$ cat src/rtl/mem_access_pkg.sv
// Shared constants and types for the load/store memory access unit.
package mem_access_pkg;

  // RISC-V funct3 size/sign codes for loads and stores
  localparam logic [2:0] F3_B  = 3'd0;
  localparam logic [2:0] F3_H  = 3'd1;
  localparam logic [2:0] F3_W  = 3'd2;
  localparam logic [2:0] F3_BU = 3'd4;
  localparam logic [2:0] F3_HU = 3'd5;

  // Access sequencer states
  typedef enum logic [2:0] {
    IDLE,
    LOAD,
    RMW_RD,
    WRITE,
    RESP
  } mau_state_t;

endpackage

$ cat src/rtl/mem_lane_align.sv
// Byte-lane logic for a 4-lane word port: load extract/extend, store lane
// merge and illegal/misaligned request detection. Purely combinational.
module mem_lane_align
  import mem_access_pkg::*;
#(
  parameter int WIDTH = 32
) (
  input  logic             we_i,
  input  logic [2:0]       funct3_i,
  input  logic [1:0]       addr_lo_i,
  input  logic [WIDTH-1:0] rd_word_i,
  input  logic [WIDTH-1:0] wdata_i,
  output logic [WIDTH-1:0] load_data_o,
  output logic [WIDTH-1:0] merged_o,
  output logic             err_o
);

  localparam int LANES = 4;

  logic [7:0]  w_byte;
  logic [15:0] w_half;
  logic        w_legal;
  logic        w_misaligned;

  // Pick the addressed byte and half out of the word read from RAM.
  always_comb begin
    w_byte = rd_word_i[{addr_lo_i, 3'b000} +: 8];
    w_half = addr_lo_i[1] ? rd_word_i[31:16] : rd_word_i[15:0];
  end

  // Sign- or zero-extend the selected lanes according to funct3.
  always_comb begin
    load_data_o = '0;
    case (funct3_i)
      F3_B:    load_data_o = {{(WIDTH-8){w_byte[7]}}, w_byte};
      F3_BU:   load_data_o = {{(WIDTH-8){1'b0}}, w_byte};
      F3_H:    load_data_o = {{(WIDTH-16){w_half[15]}}, w_half};
      F3_HU:   load_data_o = {{(WIDTH-16){1'b0}}, w_half};
      F3_W:    load_data_o = rd_word_i;
      default: load_data_o = '0;
    endcase
  end

  // Flag size codes not valid for the direction and addresses not aligned to the size.
  always_comb begin
    if (we_i) begin
      w_legal = funct3_i inside {F3_B, F3_H, F3_W};
    end else begin
      w_legal = funct3_i inside {F3_B, F3_H, F3_W, F3_BU, F3_HU};
    end
    w_misaligned = 1'b0;
    case (funct3_i[1:0])
      2'd1:    w_misaligned = addr_lo_i[0];
      2'd2:    w_misaligned = |addr_lo_i;
      default: w_misaligned = 1'b0;
    endcase
    err_o = !w_legal || w_misaligned;
  end

  // Store merge: each lane takes store data when it is covered, else keeps the read byte.
  for (genvar gi = 0; gi < LANES; gi++) begin : g_lane
    logic       w_en;
    logic [7:0] w_src;

    // Decide whether this lane is written and which store-data byte feeds it.
    always_comb begin
      case (funct3_i[1:0])
        2'd0: begin
          w_en  = (addr_lo_i == 2'(gi));
          w_src = wdata_i[7:0];
        end
        2'd1: begin
          w_en  = (addr_lo_i[1] == 1'(gi / 2));
          w_src = wdata_i[(gi % 2) * 8 +: 8];
        end
        default: begin
          w_en  = 1'b1;
          w_src = wdata_i[gi * 8 +: 8];
        end
      endcase
    end

    assign merged_o[gi * 8 +: 8] = w_en ? w_src : rd_word_i[gi * 8 +: 8];
  end

  if (WIDTH > 32) begin : g_upper
    assign merged_o[WIDTH-1:32] = rd_word_i[WIDTH-1:32];
  end

endmodule

$ cat src/rtl/mem_access_unit.sv
// CPU-side load/store initiator for a word-wide RAM with combinational read
// and negedge write. Sub-word stores are done as read-modify-write.
module mem_access_unit
  import mem_access_pkg::*;
#(
  parameter int WIDTH = 32
) (
  input  logic             clk_i,
  input  logic             rst_i,
  input  logic             req_valid_i,
  output logic             req_ready_o,
  input  logic             req_we_i,
  input  logic [2:0]       req_funct3_i,
  input  logic [WIDTH-1:0] req_addr_i,
  input  logic [WIDTH-1:0] req_wdata_i,
  output logic             rsp_valid_o,
  output logic [WIDTH-1:0] rsp_rdata_o,
  output logic             rsp_err_o,
  output logic             mem_we_o,
  output logic [WIDTH-1:0] mem_a_o,
  output logic [WIDTH-1:0] mem_wd_o,
  input  logic [WIDTH-1:0] mem_rd_i
);

  mau_state_t r_state;
  mau_state_t w_state_next;

  logic [WIDTH-1:0] r_addr;
  logic [WIDTH-1:0] r_wdata;
  logic [WIDTH-1:0] r_merged;
  logic [WIDTH-1:0] r_rdata;
  logic [2:0]       r_funct3;
  logic             r_we;
  logic             r_err;

  logic             w_idle;
  logic             w_accept;
  logic             w_sel_we;
  logic [2:0]       w_sel_funct3;
  logic [1:0]       w_sel_addr_lo;
  logic [WIDTH-1:0] w_sel_wdata;
  logic [WIDTH-1:0] w_load_data;
  logic [WIDTH-1:0] w_merged;
  logic             w_err;

  assign w_idle   = (r_state == IDLE);
  assign w_accept = req_valid_i && w_idle;

  // In IDLE the lane logic checks the incoming request; afterwards it works on the latched one.
  always_comb begin
    w_sel_we      = w_idle ? req_we_i          : r_we;
    w_sel_funct3  = w_idle ? req_funct3_i      : r_funct3;
    w_sel_addr_lo = w_idle ? req_addr_i[1:0]   : r_addr[1:0];
    w_sel_wdata   = w_idle ? req_wdata_i       : r_wdata;
  end

  mem_lane_align #(
    .WIDTH(WIDTH)
  ) u_align (
    .we_i       (w_sel_we),
    .funct3_i   (w_sel_funct3),
    .addr_lo_i  (w_sel_addr_lo),
    .rd_word_i  (mem_rd_i),
    .wdata_i    (w_sel_wdata),
    .load_data_o(w_load_data),
    .merged_o   (w_merged),
    .err_o      (w_err)
  );

  // State register; reset aborts any access in flight, including a pending write.
  always_ff @(posedge clk_i or posedge rst_i) begin
    if (rst_i) begin
      r_state <= IDLE;
    end else begin
      r_state <= w_state_next;
    end
  end

  // Next-state: route accepted requests by kind, then walk to a single response cycle.
  always_comb begin
    w_state_next = r_state;
    case (r_state)
      IDLE: begin
        if (w_accept) begin
          if (w_err) begin
            w_state_next = RESP;
          end else if (!req_we_i) begin
            w_state_next = LOAD;
          end else if (req_funct3_i == F3_W) begin
            w_state_next = WRITE;
          end else begin
            w_state_next = RMW_RD;
          end
        end
      end
      LOAD:    w_state_next = RESP;
      RMW_RD:  w_state_next = WRITE;
      WRITE:   w_state_next = RESP;
      RESP:    w_state_next = IDLE;
      default: w_state_next = IDLE;
    endcase
  end

  // Request latching, load result capture and store word assembly.
  always_ff @(posedge clk_i or posedge rst_i) begin
    if (rst_i) begin
      r_addr   <= '0;
      r_wdata  <= '0;
      r_funct3 <= '0;
      r_we     <= 1'b0;
      r_merged <= '0;
      r_rdata  <= '0;
      r_err    <= 1'b0;
    end else begin
      case (r_state)
        IDLE: begin
          if (w_accept) begin
            r_addr   <= req_addr_i;
            r_wdata  <= req_wdata_i;
            r_funct3 <= req_funct3_i;
            r_we     <= req_we_i;
            r_merged <= req_wdata_i;
            r_rdata  <= '0;
            r_err    <= w_err;
          end
        end
        LOAD:   r_rdata  <= w_load_data;
        RMW_RD: r_merged <= w_merged;
        RESP: begin
          r_rdata <= '0;
          r_err   <= 1'b0;
        end
        default: ;
      endcase
    end
  end

  // Outputs decoded from the state register only, so they are stable across the write negedge.
  always_comb begin
    req_ready_o = w_idle;
    rsp_valid_o = (r_state == RESP);
    rsp_rdata_o = r_rdata;
    rsp_err_o   = r_err;
    mem_we_o    = (r_state == WRITE);
    mem_a_o     = '0;
    mem_wd_o    = '0;
    if (r_state inside {LOAD, RMW_RD, WRITE}) begin
      mem_a_o = {r_addr[WIDTH-1:2], 2'b00};
    end
    if (r_state == WRITE) begin
      mem_wd_o = r_merged;
    end
  end

endmodule

$ cat config.mk
export PLATFORM = sky130hd
export DESIGN_NAME = mem_access_unit
export DESIGN_NICKNAME = d
export VERILOG_FILES = /design/src/rtl/mem_access_pkg.sv /design/src/rtl/mem_lane_align.sv /design/src/rtl/mem_access_unit.sv
export SDC_FILE = /design/constraint.sdc
export NUM_CORES = 1
export LEC_CHECK = 0
export CAP_MARGIN = 20
export CORE_MARGIN = 2
export CORE_UTILIZATION = 52
export DETAILED_ROUTE_END_ITERATION = 8
export MAX_ROUTING_LAYER = met4
export PLACE_DENSITY = 0.87
export SYNTH_ARGS = -nofsm -noshare
export SYNTH_HDL_FRONTEND = slang
export SYNTH_SLANG_ARGS = --single-unit
$ cat constraint.sdc
create_clock -name clk_i -period 8.9 [get_ports clk_i]
set_input_delay 1.78 -clock clk_i [delete_from_list [all_inputs] [get_ports clk_i]]
set_output_delay 1.78 -clock clk_i [all_outputs]
set_load 0.005 [all_outputs]
* Yosys cells after proc, flatten, opt, wreduce, memory -nomap -nowiden
Cells that the tools add are included.
W data, S select, Z words.
** Storage, ports and cells
- Register bits :: 136
- Bits of input ports :: 103
** Cells by class
- Equal/unequal tests :: 15
- Shift-type cells :: 1
- Multiplexer cells :: 31
- Bitwise logic cells :: 1
- Reduce and logical (&&, ||, !) cells :: 20
** Operators by type and width (number)
- $pmux W32 S5 :: 1
- $mux W32 :: 4
- $pmux W32 S3 :: 1
- $pmux W32 S2 :: 1
- $mux W8 :: 6
- $shiftx A32 B6 Y8 :: 1
- $mux W16 :: 1
- $pmux W8 S2 :: 1
- $eq A3 B2 Y1 const B :: 4
- $pmux W1 S2 :: 6
- $eq A3 B3 Y1 const B :: 3
- $mux W3 :: 3
- $pmux W3 S3 :: 1
- $reduce_bool A3 Y1 :: 3
- $reduce_and A2 Y1 :: 4
- $eq A2 B2 Y1 const B :: 3
- $eq A3 B1 Y1 const B :: 2
- $logic_not A3 Y1 :: 2
- $reduce_or A2 Y1 :: 3
- $reduce_bool A5 Y1 :: 1
- $eq A2 B1 Y1 const B :: 2
- $logic_not A2 Y1 :: 2
- $mux W1 :: 4
- $mux W2 :: 2
- 6 further kinds :: 7

* Depth between registers and ports, before layout
- Word-level depth :: 10
- Mapped depth :: 12
- Mapped depth without buffers :: 9

* Cells and area by module
A second synthesis with hierarchy kept.
** Second synthesis, totals
- Cells, all modules :: 874
- Area, all modules :: 7632.3 um2
** By module, submodules not included
- mem_access_unit :: times used 1, cells an instance 645, area each 6133.4 um2
- mem_lane_align :: times used 1, cells an instance 229, area each 1498.9 um2

* Least setup slack after synthesis
Ideal clock, no wire load.
- Path kind :: input to register
- From :: input req_funct3_i[1]
- To :: register r_rdata[16] (netlist: rsp_rdata_o[16])
- Library setup time :: 0.066 ns
- Arrival time :: 3.997 ns
- Required time :: 8.834 ns
- Setup slack :: 4.837 ns
- Stages :: 10
- Path buffers :: 3
- Path through :: mux2i_1 -> clkbuf_1 -> ha_1 -> buf_2 -> nor4b_1 -> a22o_1 -> a21oi_1 -> nor2_2 -> buf_2 -> a221o_1
** On the way
- Longest elaborated chain between the ends :: 4
- Elaborated cells on any way between the ends :: 8
- Classes of those cells :: eq/ne: 4; mux: 3; reduce/logical: 1
** Ends and longest elaborated chain
- start: declaration :: line mem_access_unit.sv:13 : input logic [2:0] req_funct3_i,
- $mux W3 * :: line mem_access_unit.sv:52 : w_sel_funct3 = w_idle ? req_funct3_i : r_funct3;
- $eq A3 B2 Y1, or another cell as far along :: line mem_lane_align.sv:34 : case (funct3_i)
- $pmux W32 S5 * :: line mem_lane_align.sv:34
- $pmux W32 S3 * :: line mem_access_unit.sv:115 : case (r_state)
- end signal: assignment :: line mem_access_unit.sv:127 : LOAD: r_rdata <= w_load_data;
- end: declaration :: line mem_access_unit.sv:31 : logic [WIDTH-1:0] r_rdata;
Every way passes the cells marked *; elsewhere a longest branch is shown, timed or not.
A chain may end at the register's enable or synchronous reset.

* Final worst setup path
- From :: input req_funct3_i[1]
- To :: register r_rdata[5] (netlist: rsp_rdata_o[5])
Same word-level chain as after synthesis.

==> results.toml <==
[run_status]
status = "complete, no violations"

[cts]
cts_setup_buffers = 0
clkSlewWorstSetupHoldPaths_ns = 0.06
cts_buffer_depth = 2
cts_tree = "done"
cts_hold_buf = 0
root_buffer = "clkbuf_16"
cts_resized = 0
clkLatencyLatePin_ns = 0.42
cts.sinks = 136
htree_num_levels = 4
cts-buffers-inserted = 17

[floorplan]
fp.coreArea_sq_um = 13140
die-area_sq_um = 14320
dieHeight_um = 119.7
start_util_pct = 52.97
die_w_um = 119.7
ioPinCount = 203
rows = 42

[critical_path]
worstSetupEndpointType = "register"
worstSetupStartpointType = "primary input"
crit_arrival_ns = 5.25
crit_required_ns = 9.26
critPathKind = "primary input to register"
crit_fanout = 24

[logic_synthesis]
ys_ff_latch = 136
synth_cell_types = 58
syn-instance-count = 760
synth_top_area_share_pct = 48.90
avgSynthCellArea_sq_um = 9.157
synthTopCellsByArea = "dfrtp_1 (49%), nand2_1 (13%), and2_1 (5.9%), a221o_1 (3.3%), mux2i_1 (3.3%)"
yosys_warnings = 0
synth_area_leader_cell = "dfrtp_1"
async_reset_ff_share_pct = 100.0
synth_edf_count = 0
synth_area_sq_um = 6959
synth_top_flop_cell = "dfrtp_1"
seq_area_frac_synth_pct = 48.90

[route]
antenna_left = 0
wl_per_cell_um = 19.00
dr.pass1.iters = 5
avgViaCountPerCell = 5.738
drtIter0Drc = 689
drc_errors = 0
via_count = 6455
wl_um = 21370

[layout]
fillers = 975
multi_input_area_sq_um = 3319
syn_to_final_growth_pct = 39.23
n_antenna_cell = 0
nNetsFinal = 1042
seqCellArea_sq_um = 3403
drive_gt1_share_pct = 7.165

[power_and_ir_drop]
static-leakage-power_nw = 4.347
peakVddDrop_mv = 0.2587
cellPowerDensity_nw_per_um2 = 360.1
combinationalPowerShare_pct = 47.1
pwr-share-seq_pct = 32.2
switchingPower_mw = 1.418
p_sw_share_pct = 40.65
intPower_mw = 2.071
p_clk_share_pct = 20.7

[timing]
rsz0062_at_grt = "no"
fin_skew_ns = 0.005704
worst_pin_slew_ns = 1.024
hold_violations = 0
min_period_ns = 4.885
holdWs_ns = 0.4667
setup_tns_ns = 0
min_period_over_period_pct = 54.89
relSlewSlack_pct = 31.72
setup_viol = 0
max_freq_ghz = 0.2047
slew_violations = 0
setup_slack_ns = 4.015

[global_routing]
grt_max_degree = 101
grt_antenna_before_repair = 0
grtUsageTotal_pct = 31.35
grt_first_pass_wirelength_um = 33850
grt_pass1_vias = 6504
grt_overflow = 0

[place]
port_buffers = 200
place_congestion = 0.9493
place_ws_ns = 3.670
hpwl_um = 14960

[job]
drv_cap = 0

[hold_path]
worst_hold_path_type = "register to register"
layer usage:
layer | vias up | track usage, % | share of wire, %
li1 | 2985 | - | -
met1 | 3081 | 39.81 | 42
met2 | 339 | 49.43 | 47
met3 | 50 | 7.510 | 8.2
met4 | 0 | 11.32 | 2.9
met5 | - | - | 0
placed cells by master, fill, tap and decap left out, types with 3 or more instances in the layout:
master / count
and2_1: 65
o21bai_1: 8
dfrtp_1: 136
nor2_1: 21
o32ai_1: 8
clkinvlp_4: 3
a21boi_0: 7
o211ai_1: 7
and3_1: 7
bufinv_16: 3
a221oi_1: 8
clkinv_2: 3
mux2i_1: 23
o21ai_0: 15
a32oi_1: 9
a21oi_1: 12
nor3b_2: 3
clkdlybuf4s50_1: 200
a31oi_1: 9
nand2_1: 249
buf_4: 8
ha_1: 3
clkbuf_16: 17
o221ai_2: 8
inv_6: 4
inv_1: 5
a22oi_1: 8
o21ai_1: 7
nand3_1: 17
a221o_1: 23
or3_1: 8
area by class of cell:
cell class,instances,share of cell area [%]
Tap cell,176,2.273
Sequential cell,136,35.12
Multi-Input combinational cell,564,34.26
Clock inverter,14,1.769
Clock buffer,18,4.429
Timing Repair Buffer,210,21.85
Inverter,7,0.2970
cell usage after synthesis (2+ instances only):
cell type  count
and2_1        66
o31ai_1        2
o21ai_0       15
o32ai_1        8
a21boi_1       2
clkbuf_1      32
o21a_1         2
nand3_1       17
mux2i_1       23
a32oi_1        9
a221o_1       23
or3_1          8
a21boi_0       7
buf_4          3
a21oi_1       12
a31oi_1        9
o221ai_2       8
o31a_1         2
nor3b_2        2
inv_1          6
a221oi_1       8
and3_1         7
dfrtp_1      136
ha_1           3
a22oi_1        8
a211oi_1       2
mux4_2         2
a31o_1         2
o21bai_1       8
o21ai_1        7
a22o_1         2
o211ai_1       7
nor2_1        21
buf_2         18
nand2_1      250
flip-flops by register name (all words and copies together), names as in the netlist:
signal,cells
r_state,3
r_addr,32
r_funct3,3
r_wdata,32
r_we,1
r_merged,32
rsp_err_o,1
rsp_rdata_o,32
worst max-delay path: stages:
cell and delay (ns):
clkdlybuf4s50_1 0.45, mux2i_1 0.16, buf_4 0.25, ha_1 0.84
or2_2 0.26, o21a_1 0.23, and2_1 0.76, o21bai_4 0.32
a221o_1 0.18
through the flow:
| step | std cells | instance area [sq um] | util [%] | power [mW] |
|---|---|---|---|---|
| 5_1_grt | 1125 | 9689 | 73.75 | 3.721 |
| 6_report | 1125 | 9689 | 73.75 | 3.489 |
| 4_1_cts | 1124 | 9662 | 73.54 | 3.480 |
| 2_1_floorplan | 761 | 6963 | - | 2.135 |
| 3_3_place_gp | 1091 | 9034 | 68.76 | 2.670 |
| 3_5_place_dp | 1092 | 9061 | 68.97 | 2.743 |
final timing paths:
path	startpoint	to	slack, ns	cells past startpoint
worst max-delay path	req_funct3_i[1]	rsp_rdata_o[5]$_DFFE_PP0P_	4.02	9
worst min-delay path	r_addr[30]$_DFFE_PP0P_	r_addr[30]$_DFFE_PP0P_	0.47	2
worst min register to register	r_addr[30]$_DFFE_PP0P_	r_addr[30]$_DFFE_PP0P_	0.47	2
min in group asynchronous	rst_i	r_addr[14]$_DFFE_PP0P_	1.78	2
worst max register to register	r_state[2]$_DFFE_PP0P_	rsp_rdata_o[5]$_DFFE_PP0P_	4.40	9
max in group asynchronous	rst_i	r_merged[22]$_DFFE_PP0P_	5.88	4
cells by family (layout without fill, tap and decap cells):
family / after synthesis / after routing / synth area share [%]
muxes: 27 / 27 / 4.279
adders and majority gates: 3 / 3 / 0.5394
and+or+nand+nor: 380 / 380 / 24.63
DFF: 136 / 136 / 48.90
buffers and inverters: 61 / 249 / 3.776
other: 1 / 2 / 0.05389
AOI/OAI and AO/OA: 152 / 152 / 17.82
power groups by stage:
stage / registers (mW) / clock network [mW] / logic (mW)
2_1_floorplan: 1.04 / 0 / 1.09
3_3_place_gp: 1.11 / 0 / 1.56
3_5_place_dp: 1.12 / 0 / 1.62
4_1_cts: 1.11 / 0.728 / 1.64
5_1_grt: 1.15 / 0.759 / 1.81
6_report: 1.12 / 0.724 / 1.64
No activity file was read; power rests on OpenSTA's default activity.
